[src/rtl/sent_tx_fast_frame.sv]
// SENT fast-channel transmitter: registers status/data, computes the 4-bit CRC, drives sync/status/data/CRC pulses.
// Optional PAUSE pulse padding the frame to FRAME_TICKS is built when SENT_TX_PAUSE_EN is defined.
module sent_tx_fast_frame #(
    parameter int TICK_DIV    = 4,
    parameter int NUM_NIBBLES = 6,
    parameter int LOW_TICKS   = 5,
    parameter int FRAME_TICKS = 282
) (
    input  logic        clk_tx,
    input  logic        reset,
    input  logic        tx_valid,
    output logic        tx_ready,
    input  logic [3:0]  status_in,
    input  logic [23:0] data_in,
    output logic        sent_out,
    output logic        busy,
    output logic        frame_done
);

    localparam int TW = $clog2(FRAME_TICKS + 64);
    localparam int PW = (TICK_DIV > 1) ? $clog2(TICK_DIV) : 1;

    typedef enum logic [2:0] {IDLE, SYNC, STATUS, DATA, CRC, PAUSE} state_t;

    state_t        state;
    logic [PW-1:0] presc;
    logic [TW-1:0] tick_cnt;
    logic [TW-1:0] pulse_len;
    logic [2:0]    nib_idx;
    logic [3:0]    status_q;
    logic [3:0]    crc_q;
    logic [3:0]    cur_nib;
    logic [23:0]   data_q;
    logic          tick_wrap;
    logic          pulse_end;
    logic          frame_last;
    logic          accept;
`ifdef SENT_TX_PAUSE_EN
    logic [TW-1:0] pause_len;
`endif

    function automatic logic [3:0] crc_tbl(input logic [3:0] i);
        logic [3:0] r;
        case (i)
            4'd0:  r = 4'd0;
            4'd1:  r = 4'd13;
            4'd2:  r = 4'd7;
            4'd3:  r = 4'd10;
            4'd4:  r = 4'd14;
            4'd5:  r = 4'd3;
            4'd6:  r = 4'd9;
            4'd7:  r = 4'd4;
            4'd8:  r = 4'd1;
            4'd9:  r = 4'd12;
            4'd10: r = 4'd6;
            4'd11: r = 4'd11;
            4'd12: r = 4'd15;
            4'd13: r = 4'd2;
            4'd14: r = 4'd8;
            default: r = 4'd5;
        endcase
        return r;
    endfunction

    // Seed 5, status nibble excluded, one extra table lookup at the end.
    function automatic logic [3:0] calc_crc(input logic [23:0] d);
        logic [3:0] c;
        c = 4'd5;
        for (int i = 0; i < NUM_NIBBLES; i++)
            c = crc_tbl(c) ^ d[20-4*i +: 4];
        return crc_tbl(c);
    endfunction

`ifdef SENT_TX_PAUSE_EN
    function automatic logic [TW-1:0] calc_pause(input logic [3:0] s, input logic [23:0] d);
        int p;
        p = FRAME_TICKS - 56 - 24 - int'(s) - int'(calc_crc(d));
        for (int i = 0; i < NUM_NIBBLES; i++)
            p = p - 12 - int'(d[20-4*i +: 4]);
        if (p < 12)
            p = 12;
        return TW'(p);
    endfunction
`endif

    always_comb begin
        case (nib_idx)
            3'd0:    cur_nib = data_q[23:20];
            3'd1:    cur_nib = data_q[19:16];
            3'd2:    cur_nib = data_q[15:12];
            3'd3:    cur_nib = data_q[11:8];
            3'd4:    cur_nib = data_q[7:4];
            default: cur_nib = data_q[3:0];
        endcase
        case (state)
            STATUS:  pulse_len = TW'(12) + TW'(status_q);
            DATA:    pulse_len = TW'(12) + TW'(cur_nib);
            CRC:     pulse_len = TW'(12) + TW'(crc_q);
`ifdef SENT_TX_PAUSE_EN
            PAUSE:   pulse_len = pause_len;
`endif
            default: pulse_len = TW'(56);
        endcase
    end

    assign tick_wrap  = (presc == PW'(TICK_DIV - 1));
    assign pulse_end  = tick_wrap && (tick_cnt == pulse_len - 1'b1);
`ifdef SENT_TX_PAUSE_EN
    assign frame_last = pulse_end && (state == PAUSE);
`else
    assign frame_last = pulse_end && (state == CRC);
`endif
    assign tx_ready   = (state == IDLE) || frame_last;
    assign accept     = tx_valid && tx_ready;
    assign frame_done = frame_last;
    assign busy       = (state != IDLE);

    always_ff @(posedge clk_tx) begin
        if (reset) begin
            state    <= IDLE;
            presc    <= '0;
            tick_cnt <= '0;
            nib_idx  <= '0;
            status_q <= '0;
            data_q   <= '0;
            crc_q    <= '0;
            sent_out <= 1'b1;
`ifdef SENT_TX_PAUSE_EN
            pause_len <= '0;
`endif
        end else if (accept) begin
            status_q <= status_in;
            data_q   <= data_in;
            crc_q    <= calc_crc(data_in);
`ifdef SENT_TX_PAUSE_EN
            pause_len <= calc_pause(status_in, data_in);
`endif
            state    <= SYNC;
            presc    <= '0;
            tick_cnt <= '0;
            nib_idx  <= '0;
            sent_out <= 1'b0;
        end else if (state != IDLE) begin
            if (!tick_wrap) begin
                presc <= presc + 1'b1;
            end else begin
                presc <= '0;
                if (pulse_end) begin
                    // Every new pulse opens with its low phase.
                    tick_cnt <= '0;
                    sent_out <= 1'b0;
                    case (state)
                        SYNC:   state <= STATUS;
                        STATUS: state <= DATA;
                        DATA: begin
                            if (nib_idx == 3'(NUM_NIBBLES - 1))
                                state <= CRC;
                            else
                                nib_idx <= nib_idx + 1'b1;
                        end
`ifdef SENT_TX_PAUSE_EN
                        CRC:    state <= PAUSE;
`endif
                        default: begin
                            state    <= IDLE;
                            sent_out <= 1'b1;
                        end
                    endcase
                end else begin
                    tick_cnt <= tick_cnt + 1'b1;
                    if (tick_cnt == TW'(LOW_TICKS - 1))
                        sent_out <= 1'b1;
                end
            end
        end
    end

endmodule

[config.mk]
export PLATFORM = sky130hd
export DESIGN_NAME = sent_tx_fast_frame
export DESIGN_NICKNAME = d
export VERILOG_FILES = /design/src/rtl/sent_tx_fast_frame.sv
export SDC_FILE = /design/constraint.sdc
export NUM_CORES = 1
export LEC_CHECK = 0
export CORE_MARGIN = 2
export CORE_UTILIZATION = 45
export CTS_CLUSTER_SIZE = 20
export DETAILED_ROUTE_END_ITERATION = 7
export PLACE_DENSITY = 0.68
export REMOVE_ABC_BUFFERS = 1
export SLEW_MARGIN = 15
export SYNTH_ARGS = -nofsm -noshare
export SYNTH_HDL_FRONTEND = slang
export SYNTH_SLANG_ARGS = --single-unit
[constraint.sdc]
create_clock -name clk_tx -period 6.9 [get_ports clk_tx]
set_input_delay 0.69 -clock clk_tx [delete_from_list [all_inputs] [get_ports clk_tx]]
set_output_delay 0.69 -clock clk_tx [all_outputs]
set_load 0.02 [all_outputs]
==> Word level (Yosys, flattened, before mapping) <==
Memory sizes are Yosys's and may differ from the RTL's. A register that Yosys moved wholly into a read port is not among the register bits.
Index checks and enable logic that the tools add are counted.
{ "word_totals": {"regBits": 46, "mem_bits_ro": 384, "in_bits": 31, "out_inout_bits": 4, "word_cells": 88, "n_memories": 6} }
{ "memory_table": {"columns": ["name", "words", "width", "read_ports", "rd_ports_with_merged_regs", "write_ports", "line_no", "source"], "rows": [
  ["(no name shown)", 16, 4, 1, 0, 0, "44", "case (i)"],
  ["(no name shown)", 16, 4, 1, 0, 0, "44", null],
  ["(no name shown)", 16, 4, 1, 0, 0, "44", null],
  ["(no name shown)", 16, 4, 1, 0, 0, "44", null],
  ["(no name shown)", 16, 4, 1, 0, 0, "44", null],
  ["(no name shown)", 16, 4, 1, 1, 0, "44", null]
]} }
{ "classes": {"addsub": 7, "n_eq_ne": 14, "muxes": 28, "n_bitwise": 7, "reduce_logical": 18} }
{ "op_table": {"columns": ["operator", "n"], "rows": [
  ["4-bit two-way mux", 12],
  ["4-bit bitwise XOR", 6],
  ["4-bit one-hot mux with 5 select lines", 1],
  ["6-bit one-hot mux with 3 select lines", 1],
  ["4-bit by 4-bit adder with 5-bit output, first input constant", 3],
  ["3-bit by 2-bit equality test with 1-bit output, second input constant", 4],
  ["1-bit two-way mux", 10],
  ["9-bit by 1-bit adder with 9-bit output, second input constant", 1],
  ["3-bit equality test, second input constant", 3],
  ["9-bit by 3-bit equality test with 1-bit output, second input constant", 1],
  ["9-bit equality test", 1],
  ["9-bit two-way mux", 1],
  ["3-bit one-hot mux with 3 select lines", 1],
  ["9-bit by 1-bit subtractor with 9-bit output, second input constant", 1],
  ["4-bit AND reduction", 2],
  ["3-bit by 1-bit equality test with 1-bit output, second input constant", 2],
  ["3-bit logical NOT", 2],
  ["2-bit nonzero test", 3],
  ["3-bit nonzero test", 2],
  ["5-bit AND reduction", 1],
  ["3-bit by 1-bit adder with 3-bit output, second input constant", 1],
  ["1-bit logical AND", 3],
  ["3-bit two-way mux", 1],
  ["3-bit inequality test, second input constant", 1],
  ["10 further kinds", 10]
]} }

==> Logic depth before layout (Yosys ltp) <==
Gate-level depths: netlist (run 1).
An unclocked memory read counts as a cell.
{ "logic_depth": {"depth_word": 33, "ltp_mapped": 25, "depth_no_buf": 21} }

==> Least setup slack after synthesis (run 1) <==
OpenSTA, ideal clock, no wires.
{ "synth_path": {"path_type": "register to output", "from": "register nib_idx[2]", "to": "output tx_ready", "t_arrival_ps": 4133, "required_ps": 6210, "setup_slack_ps": 2077, "path_stages_with_launch": 24, "path_buffers": 2, "path_cell_list": "dfxtp_1 -> buf_2 -> inv_1 -> ha_1 -> nor2_1 -> and2_4 -> buf_6 -> mux2i_1 -> nand2_1 -> o21ai_0 -> nand2_1 -> o311ai_0 -> ha_1 -> nand3_1 -> or2_2 -> ha_1 -> nor2b_1 -> o21ai_0 -> xor2_1 -> nand4_1 -> a2111oi_4 -> o211ai_4 -> o21ai_2 -> and2_1"} }
{ "synth_between": {"elab_chain_cells": 9, "word_cells_on_any_way": 13, "cone_classes": "add/sub (2); eq/ne (5); mux (2); reduce/logical (4)"} }
{ "synth_rtl": {"columns": ["item", "line_no", "source"], "rows": [
  ["start, declared", "29", "logic [2:0] nib_idx;"],
  ["start signal, assigned", "159", "nib_idx <= nib_idx + 1'b1;"],
  ["3-bit equality test, or another cell as far along", "87", "case (nib_idx)"],
  ["4-bit one-hot mux with 5 select lines *", "87", null],
  ["4-bit by 4-bit adder with 5-bit output *", "97", "DATA: pulse_len = TW'(12) + TW'(cur_nib);"],
  ["6-bit one-hot mux with 3 select lines *", "95", "case (state)"],
  ["9-bit by 1-bit subtractor with 9-bit output *", "107", "assign pulse_end = tick_wrap && (tick_cnt == pulse_len - 1'b1);"],
  ["9-bit equality test *", "107", null],
  ["1-bit logical AND *", "107", null],
  ["1-bit logical AND *", "111", "assign frame_last = pulse_end && (state == CRC);"],
  ["1-bit logical OR *", "113", "assign tx_ready = (state == IDLE) || frame_last;"],
  ["end, declared", "12", "output logic tx_ready,"]
]} }
Mark *: on every way between the ends. The rest lies on a longest branch, timed or not.

==> Worst setup path in the final report (run 1) <==
Same ends and word-level chain as after synthesis.

==> flow_summary.ini, run 1 <==
[run_status]
status = finished clean

[global_routing]
maximum_number_of_pins_on_one_net_before_global_route_repair = 64
grt_usage = 0.203
grt_pass1_vias = 2894
wire_length_of_the_first_global_routing_pass_um = 13800
initial_antenna_violation_count = 0
grt-ovfl-total = 0

[route]
wl_um = 8060
drt-pass1-iter-count = 4
detail-route-antenna-nets = 0
drt_drc_violations_left = 0
drt-vias-per-instance = 5.62
detailedRoute.firstIterationViolations = 162
wirelength_per_cell_um = 15.6
overall_via_count_from_detail_route = 2895

[clock_tree]
cts_buffer_depth = 2
h_tree_levels = 2
cts.repair.resized = 0
clkLatencyLatePin_ns = 0.30
cts_root_buffer = sky130_fd_sc_hd__clkbuf_8
number_of_hold_repair_buffers_added_at_the_cts_stage = 0
worst_setup_hold_path_clk_slew_ns = 0.08
clock_sinks = 50
clock_tree_from_tritoncts = yes
cts_setup_buffers = 0
cts_inserted_buffers = 5

[setup_path]
critical-path-slowest-cell = sky130_fd_sc_hd__dfxtp_1
critical_path_arrival_ns = 5.53
setup.worst_path.start_class = register
end_kind = output pin
critical_path_peak_fanout = 15
worstPathCellList = inv_1 -> ha_1 -> nor2_1 -> and2_4 -> mux2i_1 -> nand2_1 -> o21ai_0 -> nand2_1 -> o311ai_0 -> ha_1 -> nand3_1 -> or2_2 -> ha_1 -> nor2b_1 -> o21ai_0 -> xor2_1 -> nand4_1 -> a2111oi_4 -> o211ai_4 -> o21ai_2 -> and2_1 -> clkdlybuf4s50_1
critical_path.max_stage_delay_ns = 0.59
cp_data_required_time_ns = 6.21
timing.setup.critical_path_class = register to output pin
critical_path.most_common_cell = sky130_fd_sc_hd__ha_1

[sta]
finalSetupTns_ns = 0
period_share = 0.902
clock-skew-final_ns = 0.00712
hold_viol_final = 0
tightest_slew_ns = 1.13
postLayoutSetupSlackWorst_ns = 0.679
slew_violations = 0
slew_headroom = 0.246
setup_viol = 0
post-route-min-period_ns = 6.22
setup_repair_after_global_routing_missed_its_margin = no
clock.fmax_ghz = 0.161

[cells_and_area]
syn2layout_area_growth_pct = 11.9
final_core_util = 0.525
layout.cells.most_common = sky130_fd_sc_hd__nand2_1
antenna_diode_count = 0
final_nets = 460
final_layout_size_suffix_gt1_frac = 0.0553
most-common-layout-cells = sky130_fd_sc_hd__nand2_1 (71), sky130_fd_sc_hd__dfxtp_1 (50), sky130_fd_sc_hd__clkdlybuf4s50_1 (34), sky130_fd_sc_hd__xnor2_1 (30), sky130_fd_sc_hd__mux2i_1 (28)

[die]
die_ht_um = 91.2
num_rows = 31
starting_density_of_the_core = 0.469
design.die.area_um2 = 8310
die_span_in_x_um = 91.2
io_pins = 35
coreArea_um2 = 7290

[flow_run]
drv_cap = 0

[synth]
syn-cell-area_um2 = 3420
share_of_cell_area_taken_by_muxes_after_synthesis = 0.0819
yosys_warnings = 0
synthXorXnorAreaFrac = 0.110
ys_types = 64
ys.flop_type = sky130_fd_sc_hd__dfxtp_1
synth_top_family_by_area = compound AO/OA/AOI/OAI gates
synth-edff-count = 0
synth_adder_area_share = 0.0475
synth_async_sr_flop_share = 0
syn_area_per_cell_um2 = 8.64
compound_cell_area_share_of_the_yosys_netlist = 0.224
synth-simple-area-share = 0.188
synth-seq-area-share = 0.293
synthesis.instances = 396
yosys_register_bits = 50

[power_and_ir_drop]
peakVddDrop_uv = 82.8
design_power_total_uw = 649
cellPowerDensity_nw_per_um2 = 170
leakage_nw = 1.39

[placement]
port_buffers = 34
pre_cts_ws_ns = 1.07
gp_congestion = 0.875
detail_placement_hpwl_um = 6100

[hold_path]
hold_path.class = register to register
sequential cells by signal, indices dropped and copies added (netlist names):
register  flops
crc_q         4
data_q       24
sent_out      1
status_q      4
presc         2
state         3
nib_idx       3
tick_cnt      9
per-stage QoR:
| step | instances | instance area, µm² | hold WS [ns] |
|---|---|---|---|
| floorplan | 375 | 3280 | 0.430 |
| global placement | 508 | 3750 | 0.445 |
| detailed placement | 508 | 3750 | 0.457 |
| CTS | 515 | 3830 | 0.471 |
| global route | 515 | 3830 | 0.493 |
| finish | 515 | 3830 | 0.466 |
final cells by class:
class | instances | area, µm²
Fill cell | 734 | 3460
Multi-Input combinational cell | 312 | 2240
Sequential cell | 50 | 1000
Timing Repair Buffer | 34 | 340
Tap cell | 99 | 124
Clock buffer | 7 | 76.3
Inverter | 13 | 48.8
cell usage after synthesis, types with 4 or more instances:
master / instances / area, µm²
sky130_fd_sc_hd__xor2_1: 13 / 114
sky130_fd_sc_hd__nand3_1: 5 / 25.0
sky130_fd_sc_hd__a22oi_1: 5 / 37.5
sky130_fd_sc_hd__a21oi_1: 11 / 55.1
sky130_fd_sc_hd__nand2_1: 71 / 267
sky130_fd_sc_hd__nor3_1: 6 / 30.0
sky130_fd_sc_hd__o21ai_0: 14 / 70.1
sky130_fd_sc_hd__nand3b_1: 5 / 37.5
sky130_fd_sc_hd__a211oi_1: 11 / 82.6
sky130_fd_sc_hd__dfxtp_1: 50 / 1000
sky130_fd_sc_hd__o211ai_1: 6 / 45.0
sky130_fd_sc_hd__inv_1: 11 / 41.3
sky130_fd_sc_hd__and2_1: 4 / 25.0
sky130_fd_sc_hd__o31ai_1: 4 / 30.0
sky130_fd_sc_hd__ha_1: 13 / 163
sky130_fd_sc_hd__buf_2: 5 / 25.0
sky130_fd_sc_hd__clkbuf_1: 11 / 41.3
sky130_fd_sc_hd__xnor2_1: 30 / 263
sky130_fd_sc_hd__a21o_1: 5 / 37.5
sky130_fd_sc_hd__mux2i_1: 28 / 280
sky130_fd_sc_hd__nand4_1: 6 / 37.5
sky130_fd_sc_hd__nor2_1: 17 / 63.8
where the power goes:
| part | switching [mW] | leakage (nW) | internal [mW] |
|---|---|---|---|
| clock | 0.0928 | 0.0383 | 0.0701 |
| combinational | 0.0824 | 0.939 | 0.0812 |
| sequential | 0.0154 | 0.409 | 0.307 |
| total | 0.191 | 1.39 | 0.459 |
metal layers:
metal	up-vias	global-route usage	share of wire
li1	1460	-	-
met1	1356	0.260	0.47
met2	65	0.346	0.48
met3	14	0.0332	0.033
met4	0	0.0682	0.024
met5	-	0	0
worst paths after layout:
check                           depth (start not counted)  slack [ns]       start        end
worst max-delay path                                   22        0.68  nib_idx[2]   tx_ready
worst min-delay path                                    2        0.47    presc[1]   presc[1]
worst max register to register                         21        1.49  nib_idx[2]  data_q[3]
worst min register to register                          2        0.47    presc[1]   presc[1]
critical path, delay by kind of cell (launching register included):
family / cells / cell delay, ns
simple gates: 9 / 1.42
compound gates: 6 / 1.39
fa+ha+maj: 3 / 0.88
buf+inv: 2 / 0.71
flops: 1 / 0.59
xor+xnor: 1 / 0.18
mux: 1 / 0.08
cell families (layout without fill, tap and decap cells):
family / after synthesis / count (layout)
mux: 28 / 28
simple gates: 134 / 134
flops: 50 / 50
buf+inv: 34 / 54
compound gates: 94 / 94
xor+xnor: 43 / 43
fa+ha+maj: 13 / 13
Note: power is estimated with default switching activity, not from simulation.
==> run 2: changes to the inputs <==
--- a/config.mk
+++ b/config.mk
@@ -5,10 +5,10 @@
 export SDC_FILE = /design/constraint.sdc
 export NUM_CORES = 1
 export LEC_CHECK = 0
-export CORE_MARGIN = 2
 export CORE_UTILIZATION = 45
 export CTS_CLUSTER_SIZE = 20
 export DETAILED_ROUTE_END_ITERATION = 7
+export GPL_ROUTABILITY_DRIVEN = 0
 export PLACE_DENSITY = 0.68
 export REMOVE_ABC_BUFFERS = 1
 export SLEW_MARGIN = 15
==> flow_summary.ini, run 2 (synthesis gave the netlist of run 1 again) <==
[clock_tree]
h_tree_levels = 2
clkLatencyLatePin_ns = 0.30
clock_tree_from_tritoncts = yes
cts_buffer_depth = 2
cts_inserted_buffers = 5
cts_root_buffer = sky130_fd_sc_hd__clkbuf_8
cts.repair.resized = 0
clock_sinks = 50
cts_setup_buffers = 0
worst_setup_hold_path_clk_slew_ns = 0.08
number_of_hold_repair_buffers_added_at_the_cts_stage = 0

[sta]
clock.fmax_ghz = 0.162
slew_violations = 0
setup_viol = 0
hold_viol_final = 0
period_share = 0.895
slew_headroom = 0.245
finalSetupTns_ns = 0
tightest_slew_ns = 1.13
clock-skew-final_ns = 0.00719
post-route-min-period_ns = 6.18
setup_repair_after_global_routing_missed_its_margin = no

[global_routing]
grt_util_met3 = 0.0332
grt-ovfl-total = 0
initial_antenna_violation_count = 0
grt_use_met2 = 0.346
wire_length_of_the_first_global_routing_pass_um = 13100
grt_pass1_vias = 2646
global_route_hottest_layer = met2
use_met1 = 0.288
grt_usage = 0.212
maximum_number_of_pins_on_one_net_before_global_route_repair = 64

[setup_path]
reg2reg_slack_ns = 1.51
reg2reg_to = data_q[7]
critical_path_peak_fanout = 15
worstPathCellList = inv_1 -> ha_1 -> nor2_1 -> and2_4 -> mux2i_1 -> nand2_1 -> o21ai_0 -> nand2_1 -> o311ai_0 -> ha_1 -> nand3_1 -> or2_2 -> ha_1 -> nor2b_1 -> o21ai_0 -> xor2_1 -> nand4_1 -> a2111oi_4 -> o211ai_4 -> o21ai_2 -> and2_1 -> clkdlybuf4s50_1
cp_data_required_time_ns = 6.21
critical-path-slowest-cell = sky130_fd_sc_hd__dfxtp_1
critical_path.most_common_cell = sky130_fd_sc_hd__ha_1
timing.reg2reg.worst_path_depth = 21
critPathTopFamily = simple AND/OR/NAND/NOR gates
setup.worst_path.start_class = register
critical_path.max_stage_delay_ns = 0.59
critical_path_arrival_ns = 5.49
end_kind = output pin
worstPathBufferInverterCount = 2
crit-reg2reg-launch = nib_idx[2]
crit_start = nib_idx[2]
timing.setup.critical_path_class = register to output pin

[cells_and_area]
final_nets = 460
largest_registers_in_the_final_layout = data_q (24), tick_cnt (9)
most-common-layout-cells = sky130_fd_sc_hd__nand2_1 (71), sky130_fd_sc_hd__dfxtp_1 (50), sky130_fd_sc_hd__clkdlybuf4s50_1 (34), sky130_fd_sc_hd__xnor2_1 (30), sky130_fd_sc_hd__mux2i_1 (28)
register_with_the_most_flip_flops = data_q
antenna_diode_count = 0
layoutNonFillerInstCount = 515
largest_register_ffs = 24
syn2layout_area_growth_pct = 11.9
layout.cell_area.non_filler_um2 = 3830
final_layout_size_suffix_gt1_frac = 0.0553
layout.cells.most_common = sky130_fd_sc_hd__nand2_1

[power_and_ir_drop]
leakage_nw = 1.39
power.combinational.fraction = 0.253
p_sw_frac = 0.294
seqPwrFrac = 0.496
cellPowerDensity_nw_per_um2 = 170
design_power_total_uw = 650
power_frac_clock = 0.250
power.net_switching_uw = 191
peakVddDrop_uv = 113
power.internal_uw = 459

[placement]
place.detailed.instances = 508
detail_placement_hpwl_um = 6070
port_buffers = 34
post_dp_cell_area_um2 = 3750

[route]
drt_drc_violations_left = 0
wl_um = 7940
detail-route-antenna-nets = 0
overall_via_count_from_detail_route = 2904
detailedRoute.firstIterationViolations = 171
drt-vias-per-instance = 5.64
wirelength_per_cell_um = 15.4
drt-pass1-iter-count = 4

[die]
starting_density_of_the_core = 0.469
io_pins = 35
die_ht_um = 89.2
num_rows = 31
design.die.area_um2 = 7950
die_span_in_x_um = 89.2
coreArea_um2 = 7290

[hold_path]
whs_path_depth = 2
min_to = data_q[9]
hold_path.class = register to register
timing.hold.worst.start = data_q[9]

[run_status]
status = finished clean

[flow_run]
drv_cap = 0
run 2: worst reg2reg max path, cell delays in order, from the launching register on:
cell and delay [ns]:
sky130_fd_sc_hd__dfxtp_1 0.59, sky130_fd_sc_hd__inv_1 0.12, sky130_fd_sc_hd__ha_1 0.29, sky130_fd_sc_hd__nor2_1 0.22, sky130_fd_sc_hd__and2_4 0.22, sky130_fd_sc_hd__mux2i_1 0.08, sky130_fd_sc_hd__nand2_1 0.07, sky130_fd_sc_hd__o21ai_0 0.07
sky130_fd_sc_hd__nand2_1 0.08, sky130_fd_sc_hd__o311ai_0 0.15, sky130_fd_sc_hd__ha_1 0.40, sky130_fd_sc_hd__nand3_1 0.11, sky130_fd_sc_hd__or2_2 0.28, sky130_fd_sc_hd__ha_1 0.18, sky130_fd_sc_hd__nor2b_1 0.10, sky130_fd_sc_hd__o21ai_0 0.10
sky130_fd_sc_hd__xor2_1 0.18, sky130_fd_sc_hd__nand4_1 0.16, sky130_fd_sc_hd__a2111oi_4 0.39, sky130_fd_sc_hd__o2111ai_2 0.30, sky130_fd_sc_hd__o21ai_4 0.94, sky130_fd_sc_hd__mux2i_1 0.30
run 2: final cells by class:
cell class                      instances  area (µm²)
Fill cell                             736        3460
Multi-Input combinational cell        312        2240
Sequential cell                        50        1000
Timing Repair Buffer                   34         340
Tap cell                               99         124
Clock buffer                            7        76.3
Inverter                               13        48.8
run 2: how the worst max path moves through the flow:
stage | end | slack (ns) | cells past startpoint
global placement | tx_ready | 1.26 | 22
CTS | tx_ready | 0.77 | 22
floorplan | data_q[0] | 2.00 | 21
global route | tx_ready | 0.18 | 22
finish | tx_ready | 0.72 | 22
detailed placement | tx_ready | 1.12 | 22
run 2: power groups by stage:
stage                     Clock (mW)  Sequential [mW]  Combinational [mW]
after CTS                      0.166            0.323               0.165
after global routing           0.175            0.326               0.182
after detailed placement           0            0.329               0.165
after global placement             0            0.329               0.163
after floorplan                    0            0.324               0.117
final                          0.162            0.323               0.165
run 2: metrics by stage:
| stage | util | worst slack [ns] | hold WS, ns |
|---|---|---|---|
| after detailed placement | 0.515 | 1.12 | 0.451 |
| final | 0.525 | 0.724 | 0.462 |
| after global routing | 0.525 | 0.183 | 0.489 |
| after floorplan | - | 2.00 | 0.430 |
| after CTS | 0.525 | 0.770 | 0.463 |
| after global placement | 0.515 | 1.26 | 0.444 |
run 2: routing by layer:
layer  share of wire  vias to the layer above
met5               0                        -
met4           0.020                        0
met3           0.038                       17
met2            0.46                       66
met1            0.48                     1354
li1                -                     1467
==> run 3: changes to the inputs <==
--- a/config.mk
+++ b/config.mk
@@ -11,7 +11,7 @@
 export GPL_ROUTABILITY_DRIVEN = 0
 export PLACE_DENSITY = 0.68
 export REMOVE_ABC_BUFFERS = 1
-export SLEW_MARGIN = 15
+export SLEW_MARGIN = 20
 export SYNTH_ARGS = -nofsm -noshare
 export SYNTH_HDL_FRONTEND = slang
 export SYNTH_SLANG_ARGS = --single-unit
==> flow_summary.ini, run 3 (synthesis gave the netlist of run 1 again) <==
[die]
starting_density_of_the_core = 0.469
num_rows = 31
io_pins = 35
design.die.area_um2 = 7950
die_ht_um = 89.2
coreArea_um2 = 7290
die_span_in_x_um = 89.2

[setup_path]
critical_path_peak_fanout = 15
cp_data_required_time_ns = 6.21
worstPathCellList = inv_1 -> ha_1 -> nor2_1 -> and2_4 -> mux2i_1 -> nand2_1 -> o21ai_0 -> nand2_1 -> o311ai_0 -> ha_1 -> nand3_1 -> or2_2 -> ha_1 -> nor2b_1 -> o21ai_0 -> xor2_1 -> nand4_1 -> a2111oi_4 -> o211ai_4 -> o21ai_2 -> and2_1 -> clkdlybuf4s50_1
worstPathBufferInverterCount = 2
critical_path.most_common_cell = sky130_fd_sc_hd__ha_1
critical_path_arrival_ns = 5.49
end_kind = output pin
critPathTopFamily = simple AND/OR/NAND/NOR gates
critical-path-slowest-cell = sky130_fd_sc_hd__clkdlybuf4s50_1
setup.worst_path.start_class = register
timing.setup.critical_path_class = register to output pin
critical_path.max_stage_delay_ns = 0.59

[route]
drt-pass1-iter-count = 8
wirelength_per_cell_um = 15.3
drt-vias-per-instance = 5.63
detail-route-antenna-nets = 0
overall_via_count_from_detail_route = 2905
drt_drc_violations_left = 1
wl_um = 7910
detailedRoute.firstIterationViolations = 190

[cells_and_area]
syn2layout_area_growth_pct = 12.7
fillers = 733
total_area_of_multi_input_combinational_cells_um2 = 2240
layout.cells.most_common = sky130_fd_sc_hd__nand2_1
final_nets = 461
area.sequential_um2 = 1000
final_core_util = 0.529
antenna_diode_count = 0
largest_register_ffs = 24
most-common-layout-cells = sky130_fd_sc_hd__nand2_1 (71), sky130_fd_sc_hd__dfxtp_1 (50), sky130_fd_sc_hd__clkdlybuf4s50_1 (34), sky130_fd_sc_hd__xnor2_1 (30), sky130_fd_sc_hd__mux2i_1 (28)
final_layout_size_suffix_gt1_frac = 0.0576
register_with_the_most_flip_flops = data_q
largest_registers_in_the_final_layout = data_q (24), tick_cnt (9)

[sta]
tightest_slew_ns = 0.967
setup_repair_after_global_routing_missed_its_margin = no
slew_headroom = 0.354
setup_viol = 0
hold_viol_final = 0
clock.fmax_ghz = 0.162
finalSetupTns_ns = 0
period_share = 0.896
slew_violations = 0
clock-skew-final_ns = 0.00681
post-route-min-period_ns = 6.18
postLayoutSetupSlackWorst_ns = 0.717

[power_and_ir_drop]
power.internal_uw = 461
power_frac_clock = 0.249
power.net_switching_uw = 192
power.combinational.fraction = 0.257
seqPwrFrac = 0.494
peakVddDrop_uv = 108
p_sw_frac = 0.294
cellPowerDensity_nw_per_um2 = 169
leakage_nw = 1.40

[global_routing]
wire_length_of_the_first_global_routing_pass_um = 13100
grt_pass1_vias = 2646
maximum_number_of_pins_on_one_net_before_global_route_repair = 64
grt_usage = 0.212
initial_antenna_violation_count = 0
grt-ovfl-total = 0

[clock_tree]
cts_buffer_depth = 2
cts.repair.resized = 0
clock_tree_from_tritoncts = yes
clkLatencyLatePin_ns = 0.30
h_tree_levels = 2
worst_setup_hold_path_clk_slew_ns = 0.08
cts_setup_buffers = 0
cts_inserted_buffers = 5
number_of_hold_repair_buffers_added_at_the_cts_stage = 0
cts_root_buffer = sky130_fd_sc_hd__clkbuf_8
clock_sinks = 50

[placement]
detail_placement_hpwl_um = 6070
pre_cts_ws_ns = 1.12
port_buffers = 34

[hold_path]
hold_path.class = register to register

[flow_run]
drv_cap = 0

[run_status]
status = complete, but fails checks
violations = DRC
run 3: power groups by stage:
stage	clock network, mW	logic (mW)	registers [mW]
2_1_floorplan	0	0.117	0.324
3_3_place_gp	0	0.163	0.329
3_5_place_dp	0	0.165	0.329
4_1_cts	0.166	0.165	0.323
5_1_grt	0.175	0.185	0.325
6_report	0.163	0.168	0.323
run 3: stage by stage:
step / hold slack (ns) / total power [mW] / area, µm² / std cells
after floorplan: 0.430 / 0.441 / 3280 / 375
after global placement: 0.444 / 0.492 / 3750 / 508
after detailed placement: 0.451 / 0.494 / 3750 / 508
after CTS: 0.463 / 0.654 / 3830 / 515
after global routing: 0.489 / 0.686 / 3860 / 516
final: 0.462 / 0.653 / 3860 / 516
run 3: final timing paths:
| path | depth (start not counted) | end | slack [ns] | from |
|---|---|---|---|---|
| setup / recovery | 22 | tx_ready | 0.72 | nib_idx[2] |
| hold / removal | 2 | data_q[9] | 0.46 | data_q[9] |
| setup reg to reg | 22 | status_q[0] | 1.80 | nib_idx[2] |
| hold reg to reg | 2 | data_q[9] | 0.46 | data_q[9] |
run 3: area by class of cell:
cell class | count | share of cell area
inverters | 13 | 0.0127
flip-flops and latches | 50 | 0.260
clock buffers | 7 | 0.0198
well taps | 99 | 0.0321
repair buffers | 35 | 0.0954
multi-input cells | 312 | 0.580
run 3: worst register-to-register path, stage by stage, from the launching register on:
cell	delay, ns
sky130_fd_sc_hd__dfxtp_1	0.58
sky130_fd_sc_hd__inv_1	0.12
sky130_fd_sc_hd__ha_1	0.29
sky130_fd_sc_hd__nor2_1	0.22
sky130_fd_sc_hd__and2_4	0.22
sky130_fd_sc_hd__mux2i_1	0.08
sky130_fd_sc_hd__nand2_1	0.07
sky130_fd_sc_hd__o21ai_0	0.07
sky130_fd_sc_hd__nand2_1	0.08
sky130_fd_sc_hd__o311ai_0	0.15
sky130_fd_sc_hd__ha_1	0.40
sky130_fd_sc_hd__nand3_1	0.11
sky130_fd_sc_hd__or2_2	0.28
sky130_fd_sc_hd__ha_1	0.18
sky130_fd_sc_hd__nor2b_1	0.10
sky130_fd_sc_hd__o21ai_0	0.10
sky130_fd_sc_hd__xor2_1	0.18
sky130_fd_sc_hd__nand4_1	0.16
sky130_fd_sc_hd__a2111oi_4	0.39
sky130_fd_sc_hd__o2111ai_2	0.30
sky130_fd_sc_hd__o21ai_4	0.49
sky130_fd_sc_hd__buf_16	0.24
sky130_fd_sc_hd__mux2i_1	0.21
run 3: per-layer routing:
| layer | up-vias | GRT usage | share of wire |
|---|---|---|---|
| li1 | 1472 | - | - |
| met1 | 1348 | 0.288 | 0.49 |
| met2 | 69 | 0.346 | 0.46 |
| met3 | 16 | 0.0332 | 0.036 |
| met4 | 0 | 0.0635 | 0.019 |
| met5 | - | 0 | 0 |
